File: src/rtl/counter_multimode.sv
// counter_multimode: run-time selectable up / down / Johnson / LFSR counter with a
// clock-enable prescaler, match compare, parallel load and auto-reload.
module counter_multimode #(
   parameter int          WIDTH      = 32,
   parameter int          PRESCALE_W = 16,
   parameter logic [31:0] LFSR_TAPS  = 32'h80200003
) (
   input  logic                  clk,
   input  logic                  reset,
   input  logic                  en,
   input  logic [1:0]            mode,
   input  logic [PRESCALE_W-1:0] prescale_div,
   input  logic                  load,
   input  logic [WIDTH-1:0]      load_val,
   input  logic [WIDTH-1:0]      match_val,
   input  logic                  auto_reload,
   output logic [WIDTH-1:0]      q,
   output logic                  tick,
   output logic                  match,
   output logic                  rollover
);
   localparam logic [1:0] MODE_UP      = 2'd0;
   localparam logic [1:0] MODE_DOWN    = 2'd1;
   localparam logic [1:0] MODE_JOHNSON = 2'd2;
   localparam logic [1:0] MODE_LFSR    = 2'd3;

   logic [WIDTH-1:0]      q_reg, q_next, step_val, tap_mask;
   logic [PRESCALE_W-1:0] ps_cnt_reg, ps_cnt_next;
   logic                  tick_reg, tick_next;
   logic                  match_reg, match_next;
   logic                  rollover_reg, rollover_next;
   logic                  step, hit, reload_hit, wrap;

   // Taps above bit 31 cannot be expressed by the mask parameter and stay untapped.
   genvar gi;
   generate
      for (gi = 0; gi < WIDTH; gi++) begin : g_taps
         if (gi < 32) begin : g_in
            assign tap_mask[gi] = LFSR_TAPS[gi];
         end else begin : g_out
            assign tap_mask[gi] = 1'b0;
         end
      end
   endgenerate

   assign step       = en & (ps_cnt_reg == prescale_div);
   assign hit        = step & (q_reg == match_val);
   assign reload_hit = hit & auto_reload;
   assign wrap       = ((mode == MODE_UP) & (&q_reg)) | ((mode == MODE_DOWN) & ~(|q_reg));

   always_comb begin
      step_val = q_reg;
      case (mode)
         MODE_UP:      step_val = q_reg + WIDTH'(1);
         MODE_DOWN:    step_val = q_reg - WIDTH'(1);
         MODE_JOHNSON: step_val = {q_reg[WIDTH-2:0], ~q_reg[WIDTH-1]};
         MODE_LFSR:    step_val = {q_reg[WIDTH-2:0], ~^(q_reg & tap_mask)};
         default:      step_val = q_reg;
      endcase
   end

   // Load wins over any coincident step and silences all strobes for that cycle.
   always_comb begin
      q_next        = q_reg;
      ps_cnt_next   = ps_cnt_reg;
      tick_next     = 1'b0;
      match_next    = 1'b0;
      rollover_next = 1'b0;
      if (load) begin
         q_next      = load_val;
         ps_cnt_next = '0;
      end else begin
         if (en) begin
            ps_cnt_next = step ? '0 : ps_cnt_reg + PRESCALE_W'(1);
         end
         if (reload_hit) begin
            q_next = load_val;
         end else if (step) begin
            q_next = step_val;
         end
         tick_next     = step;
         match_next    = hit;
         rollover_next = step & ~reload_hit & wrap;
      end
   end

   always_ff @(posedge clk) begin
      if (reset) begin
         q_reg        <= '0;
         ps_cnt_reg   <= '0;
         tick_reg     <= 1'b0;
         match_reg    <= 1'b0;
         rollover_reg <= 1'b0;
      end else begin
         q_reg        <= q_next;
         ps_cnt_reg   <= ps_cnt_next;
         tick_reg     <= tick_next;
         match_reg    <= match_next;
         rollover_reg <= rollover_next;
      end
   end

   assign q        = q_reg;
   assign tick     = tick_reg;
   assign match    = match_reg;
   assign rollover = rollover_reg;
endmodule

File: config.mk
export PLATFORM = sky130hd
export DESIGN_NAME = counter_multimode
export DESIGN_NICKNAME = d
export VERILOG_FILES = /design/src/rtl/counter_multimode.sv
export SDC_FILE = /design/constraint.sdc
export NUM_CORES = 1
export LEC_CHECK = 0
export ABC_CLOCK_PERIOD_IN_PS = 5900
export CORE_ASPECT_RATIO = 0.75
export CORE_UTILIZATION = 23
export DETAILED_ROUTE_END_ITERATION = 8
export GPL_TIMING_DRIVEN = 0
export PLACE_DENSITY = 0.5
export SLEW_MARGIN = 25
export SYNTH_ARGS = -nofsm -noshare
export SYNTH_HDL_FRONTEND = slang
export SYNTH_SLANG_ARGS = --single-unit
File: constraint.sdc
create_clock -name clk -period 5.9 [get_ports clk]
set_clock_uncertainty 0.05 [all_clocks]
set_input_delay 1.18 -clock clk [delete_from_list [all_inputs] [get_ports clk]]
set_output_delay 1.18 -clock clk [all_outputs]
set_load 0.05 [all_outputs]
### Yosys cells after proc, flatten, opt, wreduce, memory -nomap -nowiden

Index checks and enable logic that the tools add are counted.

| storage, ports and cells | value |
|---|---|
| register bits | 51 |
| input port bits | 87 |
| output and inout port bits | 35 |
| logic and storage cells | 35 |

| cells by class | value |
|---|---|
| reduce and logical (&&, ||, !) cells | 6 |
| mux-type cells | 5 |
| equality and inequality tests | 5 |
| bitwise operators | 11 |
| $add $sub $neg | 3 |

Operators by type and width:

| kind | number |
|---|---|
| $pmux 32 s4 | 1 |
| $mux 32 | 3 |
| $add 32x1->32 const B | 1 |
| $eq 32x32->1 | 1 |
| $reduce_and 32->1 | 1 |
| $reduce_or 32->1 | 1 |
| $reduce_xnor 32->1 | 1 |
| $sub 32x1->32 const B | 1 |
| $add 16x1->16 const B | 1 |
| $eq 16x16->1 | 1 |
| $mux 16 | 1 |
| $and 1x1->1 | 7 |
| $eq 2x2->1 const B | 2 |
| $not 1->1 | 3 |
| $reduce_bool 3->1 | 1 |
| $eq 2x1->1 const B | 1 |
| $logic_not 2->1 | 1 |
| $reduce_or 2->1 | 1 |
| $or 1x1->1 | 1 |

### Longest topological paths before layout

| logic depth | value |
|---|---|
| word-level depth | 7 |
| gate-level depth with buffers | 14 |
| depth with buffers taken out | 10 |

### Least setup slack after synthesis

OpenSTA, ideal clock, no wires.

| timing path | value |
|---|---|
| path type | input port to flip-flop |
| from | input mode[0] |
| to | register q_reg[20] (netlist: q[20]) |
| library setup time | 0.120 ns |
| data required time | 5.730 ns |
| setup slack | 1.818 ns |
| path buffers | 4 |
| arrival time | 3.913 ns |
| stages | 14 |
| cells stage by stage | nor2b_1 > buf_2 > buf_2 > buf_2 > xnor2_1 > ha_1 > buf_1 > nand3_1 > o21ai_0 > o221ai_1 > a21oi_1 > mux2i_1 > xor2_1 > a211o_1 |

| on the way | value |
|---|---|
| word-level cells in the longest chain between the ends | 5 |
| elaborated cells between the ends (all ways) | 8 |
| classes of those cells | eq/ne (3); mux (4); reduce/logical (1) |

Ends and longest elaborated chain:

| item | RTL line | RTL |
|---|---|---|
| start, declared | 11 | `input logic [1:0] mode,` |
| $eq 2x2->1 (tied with other cells) | 53 | `case (mode)` |
| $pmux 32 s4 * | 53 |  |
| $mux 32 * | 78 | `end else if (step) begin` |
| $mux 32 * | 76 | `if (reload_hit) begin` |
| $mux 32 * | 69 | `if (load) begin` |
| end signal, assigned | 95 | `q_reg <= q_next;` |
| end, declared | 27 | `logic [WIDTH-1:0] q_reg, q_next, step_val, tap_mask;` |

Every way passes the cells marked *; elsewhere a longest branch is shown, timed or not. The select of a mux whose other input is x is not followed.
A chain may end at the register's enable or synchronous reset.

### Final worst setup path

| timing path | value |
|---|---|
| from | input mode[1] |
| to | register q_reg[16] (netlist: q[16]) |

The elaborated chain is that of the path after synthesis.

==> flow_summary.toml <==
[placement]
dp.final_hpwl_um = 20900
detailed_place.area_um2 = 6814
gp_congestion = 0.9669
dp.cells = 1134
numPortBuffers = 119

[clock_network]
clockRootBuffer = "clkbuf_16"
path_clk_slew_ns = 0.08
clk_latency_ns = 0.31
cts.sinks = 51
cts_tree = "built"
cts_resized = 0
numCtsBuffers = 5
cts_hold_buf = 0
cts_max_path_buffers = 2
post_cts_buffers = 0
htree_levels = 2

[timing]
slew_viol_final = 0
setup_tns_ns = 0
rsz0062_at_grt = "no"
worstMarginPinSlew_ns = 0.9855
hold-worst-slack_ns = 0.4840
setup_violations = 0
period_needed_ns = 5.805
finalHoldViolCount = 0
fmax_ghz = 0.1723
fin_crit_sh = 0.9838
slew_headroom = 0.3430

[critical_path]
endpoint = "q[16]"
r2r-start = "q[1]"
worst_path_max_delay_cell = "clkdlybuf4s50_1"
path_depth = 15
crit_path_frequent_cell = "buf_2"
worstSetupEndpointType = "flip-flop"
cp_slowest_stage_delay_ns = 0.55
reg2reg_depth = 12
reg2reg_to = "q[16]"
crit_buf_inv = 5
cpLargestDelayFamily = "buffers and inverters"
startpoint_type = "primary input"
critPathMaxFanout = 10
cp-startpoint = "mode[1]"
worstPathRequired_ns = 6.03
reg2reg_slack_ns = 2.27
worstPathArrival_ns = 5.93
path_class = "primary input to flip-flop"
crit_chain = "clkdlybuf4s50_1 -> nor2b_1 -> buf_2 -> buf_2 -> buf_2 -> xnor2_1 -> ha_1 -> buf_1 -> nor4_2 -> a21oi_1 -> o221ai_1 -> mux2i_1 -> xnor2_1 -> o21ai_0 -> o2bb2ai_1"

[global_route]
gr-max-usage-layer = "met1"
use_met3 = 0.07471
grt_usage = 0.2235
first_global_vias = 5987
grt_antenna_before_repair = 0
gr-total-overflow = 0
grt_util_met2 = 0.2911
grt_use_met1 = 0.3429
grt_max_degree = 19
grt_pass1_wl_um = 38800

[floorplan]
coreArea_um2 = 22230
die_y_um = 132.9
dieArea_um2 = 23460
rows = 47
die_w_um = 176.5
pin_count = 122
start_util = 0.2364

[synth]
synth-xor-area-share = 0.1650
yosys.area_share.simple = 0.3045
synth_compound_area_frac = 0.2336
syn_area_um2 = 5255
synth_cells = 721
synth_top_family_by_area = "simple AND/OR/NAND/NOR gates"
synth_fa_ha_area_frac = 0.009524
synth.mux.area_fraction = 0.02929
synth_edf_count = 0
ys.flop_type = "dfxtp_1"
ys_seq_area_frac = 0.1943
postSynthAreaPerCell_um2 = 7.289
synth-seq-cells = 51
yosysUniqueCellTypes = 74
syn-num-nets = 812
ys.warnings.count = 0
async_reset_ff_frac = 0

[finish]
largest_reg_flops = 32
nets = 938
area_delta_synth_final_pct = 32.64
fin_area_um2 = 6970
drive_above_1_share = 0.04835
n_fill_cell = 2437
fin_cells = 1143

[status]
status = "finished clean"

[routing]
finalWirelength_um = 26500
first_pass_iters = 5
ant_nets = 0
viasPerCell = 5.625
wire_per_inst_um = 23.19
drc = 0
first_iter_violations = 850
vias = 6429

[hold_path]
hp-class = "flip-flop to flip-flop"

[power_and_ir_drop]
p_leak_nw = 2.447
power.density_nw_per_um2 = 168.2
fin_total_pwr_mw = 1.172
irDropWorstVdd_v = 0.0001167

[run]
drv_cap = 0
[metrics by stage]
stage	util	setup WS, ns
2_1_floorplan	-	1.818
3_3_place_gp	0.3065	0.001897
3_5_place_dp	0.3065	0.03437
4_1_cts	0.3135	0.3326
5_1_grt	0.3135	0.04338
6_report	0.3136	0.09535
[report_power, final]
| group | leakage (nW) | switching (mW) | internal [mW] |
|---|---|---|---|
| Clock | 0.0759 | 0.163 | 0.163 |
| Sequential | 0.418 | 0.0289 | 0.358 |
| Combinational | 1.95 | 0.280 | 0.179 |
| Total | 2.45 | 0.472 | 0.700 |
[worst min-delay path, cell delays in order, from the launching register on]
cell and delay, ns:
dfxtp_1 0.36, xor2_1 0.08, nor2_1 0.07
[worst min path at each step]
stage	start	endpoint	slack [ns]	depth (start not counted)
3_3_place_gp	ps_cnt_reg[1]	ps_cnt_reg[1]	0.46	2
4_1_cts	ps_cnt_reg[1]	ps_cnt_reg[1]	0.49	2
3_5_place_dp	ps_cnt_reg[15]	ps_cnt_reg[15]	0.47	2
2_1_floorplan	ps_cnt_reg[1]	ps_cnt_reg[1]	0.44	2
5_1_grt	ps_cnt_reg[15]	ps_cnt_reg[15]	0.52	2
6_report	ps_cnt_reg[15]	ps_cnt_reg[15]	0.48	2
[cells by family after synthesis]
family | after synthesis
buffers and inverters | 75
adder cells (fa/ha/maj) | 4
multiplexers | 15
XOR/XNOR | 99
flip-flops | 51
AO/OA/AOI/OAI | 172
AND/OR/NAND/NOR | 305
[layer usage]
layer  wire (um)  vias to the layer above
met5           0                        -
met4         440                        0
met3        3137                       35
met2        9860                      441
met1       13070                     3030
li1            -                     2923
[cell type report]
class	count	area [um2]	area share
clock buffer	5	125.1	0.01795
sequential	51	1021	0.1465
multi-input combinational	595	3899	0.5593
clock inverter	3	28.78	0.004129
timing repair buffer	119	1191	0.1709
tap	294	367.9	0.05277
inverter	10	37.54	0.005385
buffer	65	297.8	0.04272
antenna	1	2.502	0.0003590
[synth_stat cells (all sizes together) (4+ instances only)]
cell type / instances / area share
inv: 10 / 0.0071
or3: 5 / 0.0060
or4: 11 / 0.016
a221o: 5 / 0.0095
nand3: 31 / 0.030
nor3b: 4 / 0.0057
and3: 13 / 0.015
mux2i: 12 / 0.023
ha: 4 / 0.0095
a22oi: 12 / 0.017
a31o: 4 / 0.0067
and2: 9 / 0.011
o21ai: 32 / 0.031
nand4: 24 / 0.029
nand2b: 8 / 0.0095
a221oi: 4 / 0.0067
o221ai: 5 / 0.0083
xor2: 55 / 0.092
a211oi: 9 / 0.013
o31ai: 4 / 0.0083
a31oi: 16 / 0.019
o211ai: 4 / 0.0057
o22ai: 6 / 0.0071
nor2: 67 / 0.048
or2: 4 / 0.0048
buf: 27 / 0.030
dfxtp: 51 / 0.19
a22o: 7 / 0.012
and4: 4 / 0.0067
nand2: 59 / 0.042
nor3: 27 / 0.027
xnor2: 44 / 0.073
nor4: 32 / 0.044
a21oi: 26 / 0.025
a211o: 4 / 0.0067
clkbuf: 38 / 0.027
[cell usage in the layout (no fill, tap or decap), types with 6 or more instances in the layout]
master,n
o22ai_1,6
nor2_1,67
nor4_1,27
dfxtp_1,51
xnor2_1,44
o21ai_1,11
a211oi_1,9
and3_1,13
nand2_1,59
o21ai_0,20
clkbuf_1,38
inv_1,10
nand3_1,31
nand2b_1,8
buf_2,13
and2_1,9
xor2_1,55
nand4_1,24
clkdlybuf4s50_1,119
a22o_1,7
buf_1,8
a22oi_1,12
nor3_1,26
a21oi_1,26
a31oi_1,16
mux2i_1,12
or4_1,11
Power figures use the tool's default switching activity.
